`src/rtl/seg7_scan_mux_if.sv`:
```
// Interface bundle for seg7_scan_mux: load handshake, display data and scan outputs.
// Optional SEG7_BLINK_EN adds the live blink_mask signal.
interface seg7_scan_mux_if #(parameter int DIGITS = 4);
  logic                  load;
  logic [4*DIGITS-1:0]   value;
  logic [DIGITS-1:0]     dp_in;
  logic                  lzb;
`ifdef SEG7_BLINK_EN
  logic [DIGITS-1:0]     blink_mask;
`endif
  logic [7:0]            seg;
  logic [DIGITS-1:0]     digit_en;
  logic                  pending;
  logic                  done;

`ifdef SEG7_BLINK_EN
  modport master (output load, value, dp_in, lzb, blink_mask,
                  input  seg, digit_en, pending, done);
  modport slave  (input  load, value, dp_in, lzb, blink_mask,
                  output seg, digit_en, pending, done);
`else
  modport master (output load, value, dp_in, lzb,
                  input  seg, digit_en, pending, done);
  modport slave  (input  load, value, dp_in, lzb,
                  output seg, digit_en, pending, done);
`endif
endinterface

```
`src/rtl/seg7_scan_mux.sv`:
```
// Time-multiplexed seven-segment driver with frame-synchronous double buffering,
// leading-zero blanking and decimal points. Define SEG7_BLINK_EN for per-digit blinking.
module seg7_scan_mux #(
  parameter int DIGITS    = 4,
  parameter int SCAN_DIV  = 1,
  parameter int BLINK_DIV = 50
) (
  input  logic           hz100,
  input  logic           reset,
  seg7_scan_mux_if.slave bus
);
  localparam int IDX_W = (DIGITS > 1) ? $clog2(DIGITS) : 1;
  localparam int DIV_W = (SCAN_DIV > 1) ? $clog2(SCAN_DIV) : 1;
  localparam logic [IDX_W-1:0] LAST_IDX = IDX_W'(DIGITS - 1);
  localparam logic [DIV_W-1:0] LAST_DIV = DIV_W'(SCAN_DIV - 1);

  logic [DIV_W-1:0]    div;
  logic [IDX_W-1:0]    idx;
  logic [4*DIGITS-1:0] shadow_val, disp_val;
  logic [DIGITS-1:0]   shadow_dp, disp_dp;
  logic                frame_wrap, blank, blink_off;
  logic [3:0]          nib;

  function automatic logic [6:0] hex7(input logic [3:0] n);
    case (n)
      4'h0: hex7 = 7'h3F;  4'h1: hex7 = 7'h06;  4'h2: hex7 = 7'h5B;  4'h3: hex7 = 7'h4F;
      4'h4: hex7 = 7'h66;  4'h5: hex7 = 7'h6D;  4'h6: hex7 = 7'h7D;  4'h7: hex7 = 7'h07;
      4'h8: hex7 = 7'h7F;  4'h9: hex7 = 7'h6F;  4'hA: hex7 = 7'h77;  4'hB: hex7 = 7'h7C;
      4'hC: hex7 = 7'h39;  4'hD: hex7 = 7'h5E;  4'hE: hex7 = 7'h79;  default: hex7 = 7'h71;
    endcase
  endfunction

  assign frame_wrap = (div == LAST_DIV) && (idx == LAST_IDX);
  assign nib        = disp_val[4*idx +: 4];

  // A digit is a leading zero when it and every more significant nibble are zero.
  always_comb begin
    blank = 1'b0;
    if (bus.lzb && (idx != '0)) begin
      blank = 1'b1;
      for (int k = 0; k < DIGITS; k++)
        if ((k >= int'(idx)) && (disp_val[4*k +: 4] != 4'h0)) blank = 1'b0;
    end
  end

`ifdef SEG7_BLINK_EN
  localparam int BW = (BLINK_DIV > 1) ? $clog2(BLINK_DIV) : 1;
  logic [BW-1:0] blink_cnt;
  logic          blink_on;

  always_ff @(posedge hz100 or posedge reset) begin
    if (reset) begin
      blink_cnt <= '0;
      blink_on  <= 1'b1;
    end else if (blink_cnt == BW'(BLINK_DIV - 1)) begin
      blink_cnt <= '0;
      blink_on  <= ~blink_on;
    end else begin
      blink_cnt <= blink_cnt + 1'b1;
    end
  end

  assign blink_off = ~blink_on & bus.blink_mask[idx];
`else
  assign blink_off = 1'b0;
`endif

  always_ff @(posedge hz100 or posedge reset) begin
    if (reset) begin
      div          <= '0;
      idx          <= '0;
      shadow_val   <= '0;
      shadow_dp    <= '0;
      disp_val     <= '0;
      disp_dp      <= '0;
      bus.pending  <= 1'b0;
      bus.done     <= 1'b0;
      bus.seg      <= 8'h00;
      bus.digit_en <= '0;
    end else begin
      bus.done <= 1'b0;
      if (div == LAST_DIV) begin
        div <= '0;
        idx <= (idx == LAST_IDX) ? '0 : idx + 1'b1;
      end else begin
        div <= div + 1'b1;
      end

      // A load landing on the wrap cycle bypasses the shadow and commits directly.
      if (frame_wrap) begin
        if (bus.load) begin
          disp_val    <= bus.value;
          disp_dp     <= bus.dp_in;
          bus.pending <= 1'b0;
          bus.done    <= 1'b1;
        end else if (bus.pending) begin
          disp_val    <= shadow_val;
          disp_dp     <= shadow_dp;
          bus.pending <= 1'b0;
          bus.done    <= 1'b1;
        end
      end else if (bus.load) begin
        shadow_val  <= bus.value;
        shadow_dp   <= bus.dp_in;
        bus.pending <= 1'b1;
      end

      bus.digit_en <= DIGITS'(1) << idx;
      bus.seg      <= blink_off ? 8'h00 : {disp_dp[idx], blank ? 7'h00 : hex7(nib)};
    end
  end
endmodule

```
`src/flat_wrapper.sv`:
```
// flat-port wrapper written by rule: the top's interface ports become plain ports
module seg7_scan_mux_flat 
#(
  parameter int DIGITS    = 4,
  parameter int SCAN_DIV  = 1,
  parameter int BLINK_DIV = 50
)
  (hz100, reset, bus_load, bus_value, bus_dp_in, bus_lzb, bus_seg, bus_digit_en, bus_pending, bus_done);
  seg7_scan_mux_if #(.DIGITS(DIGITS)) bus_i ();
  input  logic hz100;
  input  logic reset;
  input wire logic [$bits(bus_i.load)-1:0] bus_load;
  input wire logic [$bits(bus_i.value)-1:0] bus_value;
  input wire logic [$bits(bus_i.dp_in)-1:0] bus_dp_in;
  input wire logic [$bits(bus_i.lzb)-1:0] bus_lzb;
  output wire logic [$bits(bus_i.seg)-1:0] bus_seg;
  output wire logic [$bits(bus_i.digit_en)-1:0] bus_digit_en;
  output wire logic [$bits(bus_i.pending)-1:0] bus_pending;
  output wire logic [$bits(bus_i.done)-1:0] bus_done;
  assign bus_i.load = bus_load;
  assign bus_i.value = bus_value;
  assign bus_i.dp_in = bus_dp_in;
  assign bus_i.lzb = bus_lzb;
  assign bus_seg = bus_i.seg;
  assign bus_digit_en = bus_i.digit_en;
  assign bus_pending = bus_i.pending;
  assign bus_done = bus_i.done;
  seg7_scan_mux #(.DIGITS(DIGITS), .SCAN_DIV(SCAN_DIV), .BLINK_DIV(BLINK_DIV)) u_core (.hz100(hz100), .reset(reset), .bus(bus_i));
endmodule
```
`config.mk`:
```
export PLATFORM = sky130hd
export DESIGN_NAME = seg7_scan_mux_flat
export DESIGN_NICKNAME = d
export VERILOG_FILES = /design/src/rtl/seg7_scan_mux_if.sv /design/src/rtl/seg7_scan_mux.sv /design/src/flat_wrapper.sv
export SDC_FILE = /design/constraint.sdc
export NUM_CORES = 1
export LEC_CHECK = 0
export BUFFER_PORTS_ARGS = -buffer_cell sky130_fd_sc_hd__buf_2
export CAP_MARGIN = 30
export CORE_ASPECT_RATIO = 0.8
export CORE_MARGIN = 1.5
export CORE_UTILIZATION = 44
export DETAILED_ROUTE_END_ITERATION = 16
export GPL_ROUTABILITY_DRIVEN = 0
export PLACE_DENSITY = 0.7
export SYNTH_ARGS = -nofsm -noshare
export SYNTH_HDL_FRONTEND = slang
export SYNTH_SLANG_ARGS = --single-unit
export TNS_END_PERCENT = 10
```
`constraint.sdc`:
```
create_clock -name hz100 -period 2.58 [get_ports hz100]
set_input_delay 0.258 -clock hz100 [delete_from_list [all_inputs] [get_ports hz100]]
set_output_delay 0.258 -clock hz100 [all_outputs]
set_load 0.05 [all_outputs]
```
# [Word-level counts from Yosys, hierarchy flattened]
# Memory sizes are Yosys's and may differ from the RTL's.
# Index checks and enable logic that the tools add are counted.
[classes] div_mod_pow=0 reduce_logical=14 shift=2 eq_ne=1 n_bitwise=2 add_sub_neg=2 n_mux=19 order_cmp=4 mul=0
[ops] operator="16-bit 2-to-1 mux" count=2
[ops] operator="4-bit nonzero test" count=4
[ops] operator="16-bit by 5-bit indexed part select with 4-bit output" count=1
[ops] operator="1-bit 2-to-1 mux" count=12
[ops] operator="4-bit 2-to-1 mux" count=2
[ops] operator="7-bit 2-to-1 mux" count=1
[ops] operator="2-bit nonzero test" count=3
[ops] operator="1-bit logical AND" count=5
[ops] operator="1-bit by 2-bit >= comparator with 1-bit output, first input constant" count=2
[ops] operator="2-bit AND reduction" count=2
[ops] operator="1-bit by 2-bit << shifter with 4-bit output, first input constant" count=1
[ops] operator="2-bit by 3-bit < comparator with 1-bit output, second input constant" count=1
[ops] operator="2-bit by 1-bit adder with 2-bit output, second input constant" count=1
[ops] operator="1-bit binary-select mux with 2-bit select" count=1
[ops] operator="2-bit equality test, second input constant" count=1
[ops] operator="2-bit >= comparator, first input constant" count=1
[ops] operator="2-bit 2-to-1 mux" count=1
[ops] operator="1-bit inverter" count=2
[ops] operator="1-bit adder, second input constant" count=1
[word_totals] inputBits=24 register_bits=57 latchBits=0 romBits=112 output_inout_bits=14 ramBits=0 n_memories=1 wordCells=55
[memory_table] memory="(no name shown)" words=16 word_bits=7 read_ports=1 rd_clocked_by_memory_dff=0 wr=0 line_no="seg7_scan_mux.sv:25" text="case (n)"

# [Logic depth before layout (Yosys ltp)]
# Gate-level depths: netlist (run 1).
[depth] word_depth=8 mapped_depth=8 ltp_nobuf=6

# [Worst setup path before layout (run 1)]
# OpenSTA, ideal clock, no wires.
[synth_path] kind="register -> register" start="reg u_core.idx[0]" end="reg u_core.bus.seg[0]" setup_time_ns=0.101 path_slack_ns=0.357 arrival_time_ns=2.123 path_stages_with_launch=7 synth_period_minus_slack_ns=2.223 required_time_ns=2.479 path_buffers=1 path_cell_list="dfrtp_1 -> buf_2 -> mux4_2 -> ha_1 -> mux2_4 -> o221a_1 -> o32ai_1"
[synth_between] elab_chain_len=8 word_cells_on_any_way=16 classes_between="order compare: 3; shift: 1; mux: 6; reduce/logical: 5; memory: 1"
[synth_rtl] element="start, declared" line_no="seg7_scan_mux.sv:18" text="logic [IDX_W-1:0] idx;"
[synth_rtl] element="start signal, assigned" line_no="seg7_scan_mux.sv:84" text="idx <= (idx == LAST_IDX) ? '0 : idx + 1'b1;"
[synth_rtl] element="parallel branches: the longest is 7 deep, another holds memory 16 x 7 bit"
[synth_rtl] element="7-bit 2-to-1 mux (*)" line_no="seg7_scan_mux.sv:109" text="bus.seg <= blink_off ? 8'h00 : {disp_dp[idx], blank ? 7'h00 : hex7(nib)};"
[synth_rtl] element="end signal, assigned" line_no="seg7_scan_mux.sv:109"
[synth_rtl] element="end, declared" line_no="seg7_scan_mux_if.sv:25" text="output seg, digit_en, pending, done);"
# Every way passes the cells marked *.
# A chain may end at the register's enable or synchronous reset.

# [Worst setup path after layout (run 1)]
# Same ends and word-level chain as after synthesis.

==> metrics.txt, run 1 <==
FILL cells=546; die area=6590 µm²; area grow syn2layout=15.6%; Synth top area share=0.521; clock-pin slew on the worst setup and hold paths=100 ps; Sw Pwr=572 µW; Synth Net Count=254; Pwr Density=655 nW/µm²; RSZ-0062 raised after global routing=false; final hold slack=188 ps; sw frac=0.281; Seq/Total Area, Yosys=0.521; commonest non-fill, non-tap cell in the layout=dfrtp_1; initial antenna violation count=0; gr ovfl total=0; asr flop ratio synth=1.00; first-pass GRT wire length=8450 µm; initial DRC count=71; Die Y=72.9 µm; period utilization=0.864; final setup margin=350 ps; worst setup path class=reg -> reg; Post-Layout Inst Area=3110 µm²; crit-path max FO=6; antenna-violating nets left=0; Cells after Synth=220; CP arrival=2440 ps; via count=1732; status=complete, no violations; number of inserted diodes=0; worst vdd ir=398 µV; worst-skew pair later-pin latency=310 ps; Post-CTS Setup Inserts=0; Final nets=294; Post-DP Area=2970 µm²; mapped cell area=2690 µm²; WL/cell=14.7 µm; most frequent cells in the layout=dfrtp_1 (56), buf_2 (37), mux2i_1 (26); hold buffer count at CTS=1; MaxCap Viol Count=0; Post-CTS Resized=0; leak pwr=0.00148 µW; min cycle time layout=2230 ps; part of the power in combinational logic=0.189; fmax=0.449 GHz; aggregate routed wire length=5030 µm; CTS tree=built; I/O pin cnt=38; via/cell ratio=5.06; largest area contributor in the synthesized netlist=dfrtp_1; Design Power=2040 µW; Setup Skew=8.17 ps; GRT Total Usage=0.165; clk root buf=clkbuf_8; Post-synth EDFFs=0; multi-input logic area=1200 µm²; clock sinks=56; FP Rows=25; vias in the first global route=1668; max-slew violations=0; clock power share=0.307; Worst setup EP type=register; first-pass detailed-route iteration total=4; final setup vio count=0; Place WS=323 ps; Startpoint Class=register; syn avg cell area=12.2 µm²; sequential power share=0.504; layout cell share with drive strength beyond 1=0.318; count of cell types in the netlist=31; CTS Buf Count=5; Synth Warn #=0; Core ar.=5910 µm²; Hold Path Class=in -> reg; H-tree depth=2; synth top area cells=dfrtp_1 (52%), mux2i_1 (9.7%), mux2_2 (8.8%); largest net degree at the start of global routing=42; DIE WIDTH=90.4 µm; CTS max path bufs=2; port bufs=37; Slew HR=0.598; Yosys reg bits=56; Synth Flop Type=dfrtp_1; initial core utilization=0.455; post-detail-place hpwl=3770 µm; Slew @ Worst Pin=586 ps; Cell Int Power=1470 µW; Hold Violations, Final=0; DRC errors left=0; Fin Setup TNS=0 ps; Req. time, crit path=2790 ps; Storage cell area=1400 µm²
-- cells by family (layout without fill, tap and decap cells) --
logic type      after synthesis  after routing  share of synthesized area
flops                        56             56                      0.521
mux                          54             54                      0.239
simple gates                 42             42                     0.0693
compound gates               36             36                     0.0828
buf+inv                      20             61                     0.0344
fa+ha+maj                    10             10                     0.0465
xor+xnor                      2              2                    0.00652
-- final cells by class --
class	count	share of cell area
Timing Repair Buffer	46	0.0821
Multi-Input combinational cell	144	0.386
Clock inverter	1	0.00966
Tap cell	81	0.0326
Sequential cell	56	0.451
Clock buffer	7	0.0310
Inverter	7	0.00845
-- critical path: stages (launching register included) --
cell,delay [ps]
dfrtp_1,480
mux4_2,590
ha_1,290
mux2_4,270
o221a_1,220
o32ai_1,280
-- worst paths after layout --
path	to	cells after the start	slack [ps]	startpoint
setup reg to reg	u_core.bus.seg[0]	5	350	u_core.idx[0]
setup / recovery	u_core.bus.seg[0]	5	350	u_core.idx[0]
hold / removal	u_core.shadow_val[14]	2	190	bus_value[14]
min in group asynchronous	u_core.shadow_val[8]	3	500	reset
hold reg to reg	u_core.disp_dp[1]	2	490	u_core.disp_dp[1]
max in group asynchronous	u_core.disp_dp[2]	4	1440	reset
-- synthesized netlist by cell type (4+ instances only) --
cell type  count
inv_1          7
a221oi_1       4
nor2_1        10
nand2_1       22
clkbuf_1       8
mux2i_1       26
o21ai_0       23
mux2_2        21
ha_1          10
mux4_2         4
dfrtp_1       56
-- per-layer routing --
layer  vias up  GRT usage  part of all wire
li1        858          -                 -
met1       821      0.243              0.53
met2        44      0.244              0.41
met3         9     0.0354             0.043
met4         0     0.0511             0.019
met5         -          0                 0
-- state kept, by name, summed over array words and instances (netlist names) --
name                 cells
u_core.shadow_val       16
u_core.disp_val         16
u_core.bus.done          1
u_core.idx               2
u_core.shadow_dp         4
u_core.bus.pending       1
u_core.disp_dp           4
u_core.bus.digit_en      4
u_core.bus.seg           8
-- stage by stage --
stage | cells | util
floorplan | 220 | -
global route | 342 | 0.526
global placement | 333 | 0.503
detailed placement | 333 | 0.503
CTS | 342 | 0.526
finish | 342 | 0.526
-- power by group through the flow --
stage               clock, µW  combinational (µW)  sequential, µW
finish                    626                 384            1030
global route              671                 423            1040
CTS                       639                 388            1030
detailed placement          0                 387            1050
global placement            0                 379            1040
floorplan                   0                 210            1110
Note: power is estimated with default switching activity, not from simulation.
==> inputs of run 2 (changes only) <==
--- a/config.mk
+++ b/config.mk
@@ -6,13 +6,13 @@
 export NUM_CORES = 1
 export LEC_CHECK = 0
 export BUFFER_PORTS_ARGS = -buffer_cell sky130_fd_sc_hd__buf_2
-export CAP_MARGIN = 30
+export CAP_MARGIN = 20
 export CORE_ASPECT_RATIO = 0.8
 export CORE_MARGIN = 1.5
 export CORE_UTILIZATION = 44
 export DETAILED_ROUTE_END_ITERATION = 16
 export GPL_ROUTABILITY_DRIVEN = 0
-export PLACE_DENSITY = 0.7
+export PLACE_DENSITY = 0.61
 export SYNTH_ARGS = -nofsm -noshare
 export SYNTH_HDL_FRONTEND = slang
 export SYNTH_SLANG_ARGS = --single-unit
==> metrics.txt, run 2 (same netlist as run 1, synthesis figures left out) <==
status=complete, no violations; GR Util met2=0.264; area grow syn2layout=14.3%; Slew HR=0.584; Worst setup EP type=register; Fin Setup TNS=0 ps; worst-skew pair later-pin latency=310 ps; post-detail-place hpwl=3680 µm; final setup vio count=0; initial core utilization=0.455; CTS max path bufs=2; via count=1773; first-pass GRT wire length=8510 µm; GRT Total Usage=0.167; antenna-violating nets left=0; GR peak layer=met2; aggregate routed wire length=4990 µm; hold buffer count at CTS=1; gr ovfl total=0; DRC errors left=0; Post-CTS Setup Inserts=0; crit-path max FO=8; Post-CTS Resized=0; Post-Layout Inst Area=3070 µm²; DIE WIDTH=90.4 µm; clock sinks=56; max-slew violations=0; min cycle time layout=2410 ps; FP Rows=25; worst setup path class=reg -> reg; vias in the first global route=1687; Setup Skew=6.68 ps; port bufs=37; CTS tree=built; most frequent cells in the layout=dfrtp_1 (56), buf_2 (37), mux2i_1 (26); Post-DP Area=2970 µm²; fmax=0.415 GHz; Req. time, crit path=2750 ps; Hold Violations, Final=0; CTS Buf Count=5; MaxCap Viol Count=0; clk root buf=clkbuf_8; Hold Path Class=in -> reg; RSZ-0062 raised after global routing=false; Core ar.=5910 µm²; die area=6590 µm²; Die Y=72.9 µm; Startpoint Class=register; FILL cells=514; leak pwr=0.00146 µW; commonest non-fill, non-tap cell in the layout=dfrtp_1; Slew @ Worst Pin=607 ps; initial DRC count=28; H-tree depth=2; period utilization=0.933; worst vdd ir=276 µV; met3 Usage GRT=0.0365; clock-pin slew on the worst setup and hold paths=100 ps; CP arrival=2580 ps; post-layout util=0.520; multi-input logic area=1200 µm²; largest net degree at the start of global routing=42; GR Util met1=0.233; Storage cell area=1400 µm²; I/O pin cnt=38; initial antenna violation count=0; WL/cell=14.6 µm; number of inserted diodes=0; layout cell share with drive strength beyond 1=0.315; Largest regs=u_core.disp_val x16, u_core.shadow_val x16, u_core.bus.seg x8; Final nets=294; Pwr Density=618 nW/µm²; via/cell ratio=5.20; first-pass detailed-route iteration total=4
## run 2: layout make-up
cell class	instances	area share
tap	81	0.0330
clock inverter	1	0.00285
clock buffer	6	0.0269
sequential	56	0.456
timing repair buffer	46	0.0830
multi-input combinational	144	0.390
inverter	7	0.00855
## run 2: path summary, 6_finish.rpt
check                           slack [ps]               from                  end  cells after the start
min in group asynchronous              490              reset  u_core.shadow_dp[3]                      3
worst max-delay path                   170      u_core.idx[0]    u_core.bus.seg[0]                      6
worst max register to register         170      u_core.idx[0]    u_core.bus.seg[0]                      6
worst min-delay path                   190       bus_dp_in[3]  u_core.shadow_dp[3]                      2
max in group asynchronous             1430              reset    u_core.bus.seg[6]                      4
worst min register to register         490  u_core.disp_dp[2]    u_core.disp_dp[2]                      2
## run 2: critical path, stage by stage (launching register included)
cell and delay, ps:
dfrtp_1 550, mux4_2 610, inv_1 130, ha_1 270, inv_1 90, a2111oi_0 450, o32ai_1 150
## run 2: routing by layer
layer  routed length, µm  share of wire  up-vias
met4                  56          0.011        0
met3                 237          0.047        6
met5                   0              0        -
li1                    -              -      860
met2                2260           0.45       42
met1                2430           0.49      865
## run 2: where the power goes
group          leakage, µW  switching [µW]  internal, µW
Clock            0.0000473             274           215
Combinational     0.000755             229           156
Sequential        0.000657            59.3           967
## run 2: metrics by stage
| stage | total power [µW] | hold slack (ps) | worst slack [ps] | cells |
|---|---|---|---|---|
| 3_3_place_gp | 1420 | 292 | 318 | 333 |
| 3_5_place_dp | 1430 | 290 | 225 | 333 |
| 4_1_cts | 1930 | 185 | 160 | 341 |
| 6_report | 1900 | 193 | 172 | 341 |
| 2_1_floorplan | 1320 | 410 | 357 | 220 |
| 5_1_grt | 2000 | 188 | 5.98 | 341 |
==> inputs of run 3 (changes only) <==
--- a/config.mk
+++ b/config.mk
@@ -9,10 +9,10 @@
 export CAP_MARGIN = 20
 export CORE_ASPECT_RATIO = 0.8
 export CORE_MARGIN = 1.5
-export CORE_UTILIZATION = 44
+export CORE_UTILIZATION = 45
 export DETAILED_ROUTE_END_ITERATION = 16
 export GPL_ROUTABILITY_DRIVEN = 0
-export PLACE_DENSITY = 0.61
+export PLACE_DENSITY = 0.62
 export SYNTH_ARGS = -nofsm -noshare
 export SYNTH_HDL_FRONTEND = slang
 export SYNTH_SLANG_ARGS = --single-unit
==> metrics.txt, run 3 (same netlist as run 1, synthesis figures left out) <==
Fin Setup TNS=0 ps; Post-CTS Resized=0; first-pass GRT wire length=8430 µm; area grow syn2layout=15.6%; CTS Buf Count=5; vias in the first global route=1792; Final nets=295; CTS max path bufs=2; Largest regs=u_core.disp_val x16, u_core.shadow_val x16, u_core.bus.seg x8; Pwr Density=646 nW/µm²; status=complete, no violations; antenna-violating nets left=0; Startpoint Class=register; r2r setup slk=350 ps; Post-Layout Inst Area=3110 µm²; MaxCap Viol Count=0; final setup vio count=0; Die Y=72.1 µm; initial core utilization=0.479; Slew @ Worst Pin=557 ps; Critical Path Max Stage Delay=590 ps; worst setup path class=reg -> reg; crit-path max FO=6; fmax=0.449 GHz; Hold Violations, Final=0; clk root buf=clkbuf_8; worst-path cell chain=mux4_2 -> ha_1 -> mux2_4 -> o221a_1 -> o32ai_1; most frequent cells in the layout=dfrtp_1 (56), buf_2 (37), mux2i_1 (26); Post-CTS Setup Inserts=0; initial DRC count=104; Slew HR=0.618; min cycle time layout=2230 ps; Hold Path Class=in -> reg; via count=1730; CP arrival=2430 ps; commonest non-fill, non-tap cell in the layout=dfrtp_1; Setup Skew=4.97 ps; initial antenna violation count=0; WL/cell=14.1 µm; Req. time, crit path=2780 ps; FP Rows=24; Crit-path slowest cell=mux4_2; RSZ-0062 raised after global routing=false; Core ar.=5620 µm²; gr ovfl total=0; aggregate routed wire length=4800 µm; DRC errors left=0; port bufs=37; die area=6450 µm²; post-detail-place hpwl=3520 µm; Bufs and invs on worst path=0; Worst setup EP type=register; layout cell share with drive strength beyond 1=0.321; dpl cells=331; I/O pin cnt=38; leak pwr=0.00148 µW; clock-pin slew on the worst setup and hold paths=100 ps; worst-skew pair later-pin latency=310 ps; via/cell ratio=5.09; DIE WIDTH=89.4 µm; first-pass detailed-route iteration total=4; period utilization=0.863; number of inserted diodes=0; Post-DP Area=2980 µm²; final setup margin=355 ps; CP top delay family=multiplexers; GRT Total Usage=0.170; non-filler cells, final=340; largest net degree at the start of global routing=42; Place WS=378 ps; CTS tree=built; worst vdd ir=400 µV; clock sinks=56; H-tree depth=2; max-slew violations=0
-- run 3: worst register-to-register path, stage by stage, from the launching register on --
cell     delay, ps
dfrtp_1        460
mux4_2         590
ha_1           300
mux2_4         280
o221a_1        220
o32ai_1        280
-- run 3: area by class of cell --
| type | instances | area (µm²) |
|---|---|---|
| tap | 78 | 97.6 |
| inverter | 7 | 26.3 |
| multi-input combinational | 144 | 1200 |
| sequential | 56 | 1400 |
| timing repair buffer | 47 | 263 |
| clock inverter | 2 | 38.8 |
| clock buffer | 6 | 82.6 |
| fill | 484 | 2510 |
-- run 3: repair_timing --
item | in CTS | in global routing
endpoints found under the hold margin | 15 | 0
endpoints found under the setup margin | 0 | 0
hold buffers | 1 | 0
-- run 3: stage by stage --
step                utilization  hold slack (ps)  total power (µW)
floorplan                     -              410              1320
global placement          0.530              252              1420
detailed placement        0.530              248              1430
CTS                       0.553              180              2020
global route              0.553              181              2110
finish                    0.553              186              2010
-- run 3: path summary, 6_finish.rpt --
check,from,end,cells after the start
setup reg to reg,u_core.idx[0],u_core.bus.seg[0],5
min in group asynchronous,reset,u_core.shadow_val[7],3
hold reg to reg,u_core.disp_dp[1],u_core.disp_dp[1],2
max in group asynchronous,reset,u_core.bus.seg[5],4
setup / recovery,u_core.idx[0],u_core.bus.seg[0],5
hold / removal,bus_value[10],u_core.shadow_val[10],2
-- run 3: metal layers --
layer,global-route usage,vias up,part of all wire
li1,-,862,-
met1,0.253,819,0.53
met2,0.253,44,0.42
met3,0.0341,5,0.038
met4,0.0462,0,0.0096
met5,0,-,0
-- run 3: report_power, final --
| part | internal (µW) | switching (µW) | total (µW) |
|---|---|---|---|
| clock network | 318 | 285 | 603 |
| registers | 967 | 56.6 | 1020 |
| logic | 156 | 227 | 383 |
